File: config.mk
export PLATFORM = sky130hd
export DESIGN_NAME = accum_col_reader
export DESIGN_NICKNAME = d
export VERILOG_FILES = /design/src/rtl/accum_pkg.sv /design/src/rtl/accum_skid_fifo.sv /design/src/rtl/accum_col_reader.sv
export SDC_FILE = /design/constraint.sdc
export NUM_CORES = 1
export LEC_CHECK = 0
export BUFFER_PORTS_ARGS = -buffer_cell sky130_fd_sc_hd__buf_4
export CORE_AREA = 4 4 98 100
export CTS_CLUSTER_DIAMETER = 30
export DETAILED_ROUTE_END_ITERATION = 10
export DIE_AREA = 0 0 102 104
export GPL_TIMING_DRIVEN = 0
export PLACE_DENSITY = 0.66
export SETUP_SLACK_MARGIN = 0.15
export SLEW_MARGIN = 20
export SYNTH_ARGS = -nofsm -noshare
export SYNTH_HDL_FRONTEND = slang
export SYNTH_SLANG_ARGS = --single-unit
File: constraint.sdc
create_clock -name clk -period 2.3 [get_ports clk]
set_input_delay 0.23 -clock clk [delete_from_list [all_inputs] [get_ports clk]]
set_output_delay 0.23 -clock clk [all_outputs]
set_load 0.03 [all_outputs]
File: src/rtl/accum_pkg.sv
// Shared constants and the reader state encoding for the accumulator column drain engine.
package accum_pkg;
  localparam int DATA_WIDTH     = 8;
  localparam int MAX_OUT_ROWS   = 128;
  localparam int MAX_OUT_COLS   = 128;
  localparam int SYS_ARR_WIDTH  = 16;
  localparam int NUM_ACCUM_ROWS = MAX_OUT_ROWS * ((MAX_OUT_COLS + SYS_ARR_WIDTH - 1) / SYS_ARR_WIDTH);
  localparam int ADDR_WIDTH     = $clog2(NUM_ACCUM_ROWS);

  typedef enum logic [1:0] {
    ST_IDLE  = 2'd0,
    ST_READ  = 2'd1,
    ST_FLUSH = 2'd2,
    ST_DONE  = 2'd3
  } reader_state_e;
endpackage

File: src/rtl/accum_skid_fifo.sv
// Two-entry FIFO holding {last, data} beats between the column read port and the output.
module accum_skid_fifo
  import accum_pkg::*;
#(
  parameter int W = DATA_WIDTH + 1
) (
  input  logic         clk,
  input  logic         reset,
  input  logic         push,
  input  logic [W-1:0] push_data,
  input  logic         pop,
  output logic [W-1:0] head,
  output logic [1:0]   count
);
  logic [1:0][W-1:0] mem_q, mem_d;
  logic              wr_ptr_q, wr_ptr_d;
  logic              rd_ptr_q, rd_ptr_d;
  logic [1:0]        count_q, count_d;

  always_comb begin
    mem_d    = mem_q;
    wr_ptr_d = wr_ptr_q;
    rd_ptr_d = rd_ptr_q;
    count_d  = count_q;
    if (push) begin
      mem_d[wr_ptr_q] = push_data;
      wr_ptr_d        = ~wr_ptr_q;
    end
    if (pop) rd_ptr_d = ~rd_ptr_q;
    case ({push, pop})
      2'b10:   count_d = count_q + 2'd1;
      2'b01:   count_d = count_q - 2'd1;
      default: count_d = count_q;
    endcase
  end

  always_ff @(posedge clk or negedge reset) begin
    if (!reset) begin
      mem_q    <= '0;
      wr_ptr_q <= 1'b0;
      rd_ptr_q <= 1'b0;
      count_q  <= 2'd0;
    end else begin
      mem_q    <= mem_d;
      wr_ptr_q <= wr_ptr_d;
      rd_ptr_q <= rd_ptr_d;
      count_q  <= count_d;
    end
  end

  assign head  = mem_q[rd_ptr_q];
  assign count = count_q;
endmodule

File: src/rtl/accum_col_reader.sv
// Drains a contiguous, wrapping range of one accumulator column onto a valid/ready stream,
// optionally clearing each entry once its data has been captured.
module accum_col_reader
  import accum_pkg::*;
(
  input  logic                  clk,
  input  logic                  reset,
  input  logic                  start,
  input  logic [ADDR_WIDTH-1:0] base_addr,
  input  logic [ADDR_WIDTH:0]   num_rows,
  input  logic                  clear_en,
  output logic                  busy,
  output logic                  done,
  output logic                  rd_en,
  output logic [ADDR_WIDTH-1:0] rd_addr,
  input  logic [DATA_WIDTH-1:0] rd_data,
  output logic                  clr_en,
  output logic [ADDR_WIDTH-1:0] clr_addr,
  output logic                  out_valid,
  input  logic                  out_ready,
  output logic [DATA_WIDTH-1:0] out_data,
  output logic                  out_last,
  output reader_state_e         dbg_state
);
  // Valid/ready: a beat moves on a rising edge with out_valid && out_ready; once out_valid
  // rises it stays high with out_data/out_last unchanged until that handshake happens.

  reader_state_e         state_q, state_d;
  logic [ADDR_WIDTH-1:0] base_q, base_d;
  logic [ADDR_WIDTH:0]   num_q, num_d;
  logic [ADDR_WIDTH:0]   issued_q, issued_d, issued_inc;
  logic                  clear_q, clear_d;
  logic                  inflight_q, inflight_d;
  logic                  inflight_last_q, inflight_last_d;
  logic [ADDR_WIDTH-1:0] prev_addr_q, prev_addr_d;
  logic [DATA_WIDTH:0]   fifo_head;
  logic [1:0]            fifo_count;
  logic [2:0]            occupancy;
  logic                  pop, can_issue, issue_last;

  accum_skid_fifo #(.W(DATA_WIDTH + 1)) u_fifo (
    .clk       (clk),
    .reset     (reset),
    .push      (inflight_q),
    .push_data ({inflight_last_q, rd_data}),
    .pop       (pop),
    .head      (fifo_head),
    .count     (fifo_count)
  );

  always_comb begin
    out_valid  = (fifo_count != 2'd0);
    out_data   = out_valid ? fifo_head[DATA_WIDTH-1:0] : '0;
    out_last   = out_valid & fifo_head[DATA_WIDTH];
    pop        = out_valid & out_ready;
    // A pop this cycle frees a slot before the issued read lands, keeping 1 beat/cycle.
    occupancy  = {1'b0, fifo_count} + {2'b00, inflight_q};
    can_issue  = occupancy < (3'd2 + {2'b00, pop});
    issued_inc = issued_q + {{ADDR_WIDTH{1'b0}}, 1'b1};
    issue_last = (issued_inc == num_q);
    rd_en      = (state_q == ST_READ) && can_issue;
    rd_addr    = base_q + issued_q[ADDR_WIDTH-1:0];
    clr_en     = inflight_q & clear_q;
    clr_addr   = prev_addr_q;
    busy       = (state_q == ST_READ) || (state_q == ST_FLUSH);
    done       = (state_q == ST_DONE);
    dbg_state  = state_q;

    state_d         = state_q;
    base_d          = base_q;
    num_d           = num_q;
    clear_d         = clear_q;
    issued_d        = issued_q;
    inflight_d      = rd_en;
    inflight_last_d = rd_en & issue_last;
    prev_addr_d     = rd_en ? rd_addr : prev_addr_q;

    case (state_q)
      ST_IDLE: begin
        if (start) begin
          base_d   = base_addr;
          num_d    = num_rows;
          clear_d  = clear_en;
          issued_d = '0;
          state_d  = (num_rows == '0) ? ST_DONE : ST_READ;
        end
      end
      ST_READ: begin
        if (rd_en) begin
          issued_d = issued_inc;
          if (issue_last) state_d = ST_FLUSH;
        end
      end
      ST_FLUSH: begin
        if (pop && fifo_head[DATA_WIDTH]) state_d = ST_DONE;
      end
      ST_DONE:  state_d = ST_IDLE;
      default:  state_d = ST_IDLE;
    endcase
  end

  always_ff @(posedge clk or negedge reset) begin
    if (!reset) begin
      state_q         <= ST_IDLE;
      base_q          <= '0;
      num_q           <= '0;
      clear_q         <= 1'b0;
      issued_q        <= '0;
      inflight_q      <= 1'b0;
      inflight_last_q <= 1'b0;
      prev_addr_q     <= '0;
    end else begin
      state_q         <= state_d;
      base_q          <= base_d;
      num_q           <= num_d;
      clear_q         <= clear_d;
      issued_q        <= issued_d;
      inflight_q      <= inflight_d;
      inflight_last_q <= inflight_last_d;
      prev_addr_q     <= prev_addr_d;
    end
  end
endmodule

==> key figures <==
Run status
  – Outcome: complete, but fails checks
  – Violated checks: hold timing, setup timing

Floorplan
  – FP Rows: 34
  – Io pins: 70
  – Core area: about 8700 um2
  – Die Area: about 11000 um2
  – Die Wd: 102 um
  – Initial Utilization: around 45%
  – Die Span Y: around 100 um

Layout
  – Fin nets: slightly above 500
  – ANT cells: 0
  – Synth-to-layout area growth: 34.1%
  – Fraction of layout cells with a size suffix above 1: between 40% and 50%
  – Final non-filler cell total: ~570
  – Fill cell count: between 700 and 800

Detailed routing
  – Drt via density: around 5.3
  – Total wire length: between 8000 and 9000 um
  – Post-DR wirelength/cell: ~16 um
  – DRC viols: 0
  – Initial detailed-routing violation count: ~120
  – Vias: 3034
  – TritonRoute pass-1 iters: 4
  – Post-route ant nets: 0

Yosys
  – Post-synth top cells: 69 x dfrtp_1, 45 x mux2_2, 31 x nand2_1
  – Most frequent cell after synthesis: dfrtp_1
  – Top cell type by total area after synthesis: dfrtp_1
  – Synth unique cells: 58
  – Top-area cell type share of the netlist area: approximately 44%
  – Yosys warns: 0
  – Post-synthesis sequential area ratio: 44.4%
  – Syn nets: between 400 and 500
  – Syn Area/Cell: about 11 um2
  – Synthesis-stage register bit count: 69
  – Dominant synthesized flop cell: dfrtp_1
  – Top post-synthesis cells by area: dfrtp_1 44%, mux2_2 13%, ha_1 5.8%
  – Cells after Synth: approximately 350
  – Post-synth design cell area: just under 4000 um2
  – Asr flop ratio synth: 100%
  – Post-synth EDFFs: 0

STA
  – Final setup margin: -0.311 ns
  – Final setup vio count: 7
  – Final Hold Viols: 13
  – RSZ-0062 raised after global routing: true
  – Slew HR: between 40 and 50%
  – Tmin final: about 2.6 ns
  – Fmax: about 380 MHz
  – Hold Worst Slack: -0.0177 ns
  – Slew at the pin closest to its max-slew limit: between 0.8 and 0.9 ns
  – TNS Setup: -0.982 ns
  – Tcrit/Tclk final: 114%
  – Clk_skew: about 0.012 ns
  – Final Max Tran Viols: 0

Run
  – Max-Cap Viols: 0

Worst hold path
  – Type of the most critical hold path: input port to asynchronous set/reset pin

Critical path
  – Cell mode on critical path: buf_6
  – Crit-path slowest cell: dfrtp_2
  – Critical path class: flip-flop to output pin
  – Slowest stage delay, CP: between 0.4 and 0.5 ns
  – Crit Path Max Fanout: 2
  – CP bufs+invs: 4
  – CP startpoint kind: flip-flop
  – Crit path arrival time: around 2.4 ns
  – WP data required: roughly 2.1 ns
  – CP top delay family: compound AO/OA/AOI/OAI gates
  – CP Cell Sequence: ha_4 -> inv_2 -> fa_2 -> nor2b_2 -> o21ai_2 -> a21boi_2 -> o31a_1 -> buf_4 -> buf_6 -> a21oi_4 -> buf_6
  – CP Capture Type: output pin

Clock network
  – Clock transition at the registers of the reported paths: around 0.08 ns
  – Clk sinks: between 60 and 70
  – H-tree Lvls: 3
  – Worst skew pair latency: around 0.35 ns
  – CTS Buffer Depth: 2
  – CTS tree: yes
  – CTS Buf Count: 9
  – Clk root buf: clkbuf_8

Placement
  – RePlAce Congestion: around 0.83
  – Post-detail-place hpwl: about 6200 um
  – Dpl cells: about 530
  – PortBufs: 69

GRT
  – Largest net degree at the start of global routing: 70
  – Vias in the first global route: 2922
  – Initial antenna violation count: 0
  – Grt total ovfl: 0
  – First-pass GRT wire length: 14200 um
  – GR Util All Layers: between 10% and 20%

Power and ir drop
  – Leak: around 2.4 nW
  – Pwr Density: 1430 nW/um2
  – VDD IR max: between 0.0005 and 0.0006 V
-- cell type report --
| class | instances | area [um2] | area share (%) |
|---|---|---|---|
| multi-input combinational | 252 | 2190 | 42.0 |
| buffer | 12 | 87.6 | 1.68 |
| timing repair buffer | 98 | 782 | 15.0 |
| inverter | 19 | 87.6 | 1.68 |
| clock buffer | 11 | 151 | 2.90 |
| sequential | 69 | 1730 | 33.2 |
| tap | 108 | 135 | 2.59 |
| clock inverter | 4 | 47.5 | 0.911 |
-- path summary, 6_finish.rpt --
check,from,to,slack [ns],cells after the start
worst max register to register,issued_q[0],clr_addr[8],-0.12,12
min in group clk,base_addr[1],base_q[1],0.11,2
worst min-delay path,reset,clr_addr[1],-0.02,1
worst min register to register,clr_addr[1],clr_addr[1],0.49,2
worst max-delay path,issued_q[0],rd_addr[6],-0.31,11
max in group asynchronous,reset,inflight_q,1.69,1
-- state kept, by name (all words and copies together), names as in the netlist --
| register | count |
|---|---|
| u_fifo.mem_q | 18 |
| issued_q | 11 |
| num_q | 11 |
| base_q | 10 |
| clr_addr | 10 |
| dbg_state | 2 |
| u_fifo.count | 2 |
| clear_q | 1 |
| inflight_last_q | 1 |
| inflight_q | 1 |
| u_fifo.rd_ptr_q | 1 |
| u_fifo.wr_ptr_q | 1 |
-- what timing repair did --
action,4_1_cts,5_1_grt
buffers inserted,14,15
hold buffers,0,0
pin swaps,12,18
resized for setup,27,20
gates cloned,0,0
setup endpoints to repair,12,24
-- cell families after synthesis --
kind of cell / share of synthesized area, %
multiplexers: 15.9
flip-flops: 44.4
AND/OR/NAND/NOR: 12.5
AO/OA/AOI/OAI: 10.4
XOR/XNOR: 6.24
buffers and inverters: 4.34
adder cells (fa/ha/maj): 6.30
-- per-stage QoR --
stage	area [um2]	hold WS, ns	utilization, %	power, mW	worst slack, ns
finish	5220	-0.0177	60.1	7.47	-0.311
CTS	5020	0.0193	57.8	7.28	-0.237
global route	5220	0.0825	60.1	7.93	-0.419
global placement	4590	0.394	52.9	5.92	-0.112
detailed placement	4590	0.403	52.9	6.01	-0.130
floorplan	3940	-0.0656	-	4.88	0.109
-- per-layer routing --
metal | wire length [um] | GRT usage [%] | up-vias
met5 | 0 | 0 | -
met4 | 195 | 6.65 | 0
met3 | 444 | 2.48 | 17
met2 | 4300 | 26.9 | 85
met1 | 4060 | 22.9 | 1468
li1 | - | - | 1464
-- where the power goes --
group	total (mW)	internal, mW	switching (mW)
clock network	1.02	0.550	0.469
logic	4.37	2.00	2.37
registers	2.07	1.73	0.339
total	7.47	4.29	3.18
-- cell usage in the layout (no fill, tap or decap), types with 9 or more instances in the layout --
cell      count
buf_4        90
dfrtp_1      64
mux2_2       45
nand2_1      31
nor2_1       19
inv_1        16
buf_6        13
ha_1         13
o21ai_1      12
mux2i_1      11
clkbuf_8     11
xnor2_1      10
o21ai_0      10
xor2_1        9
No activity file was read; power rests on OpenSTA's default activity.
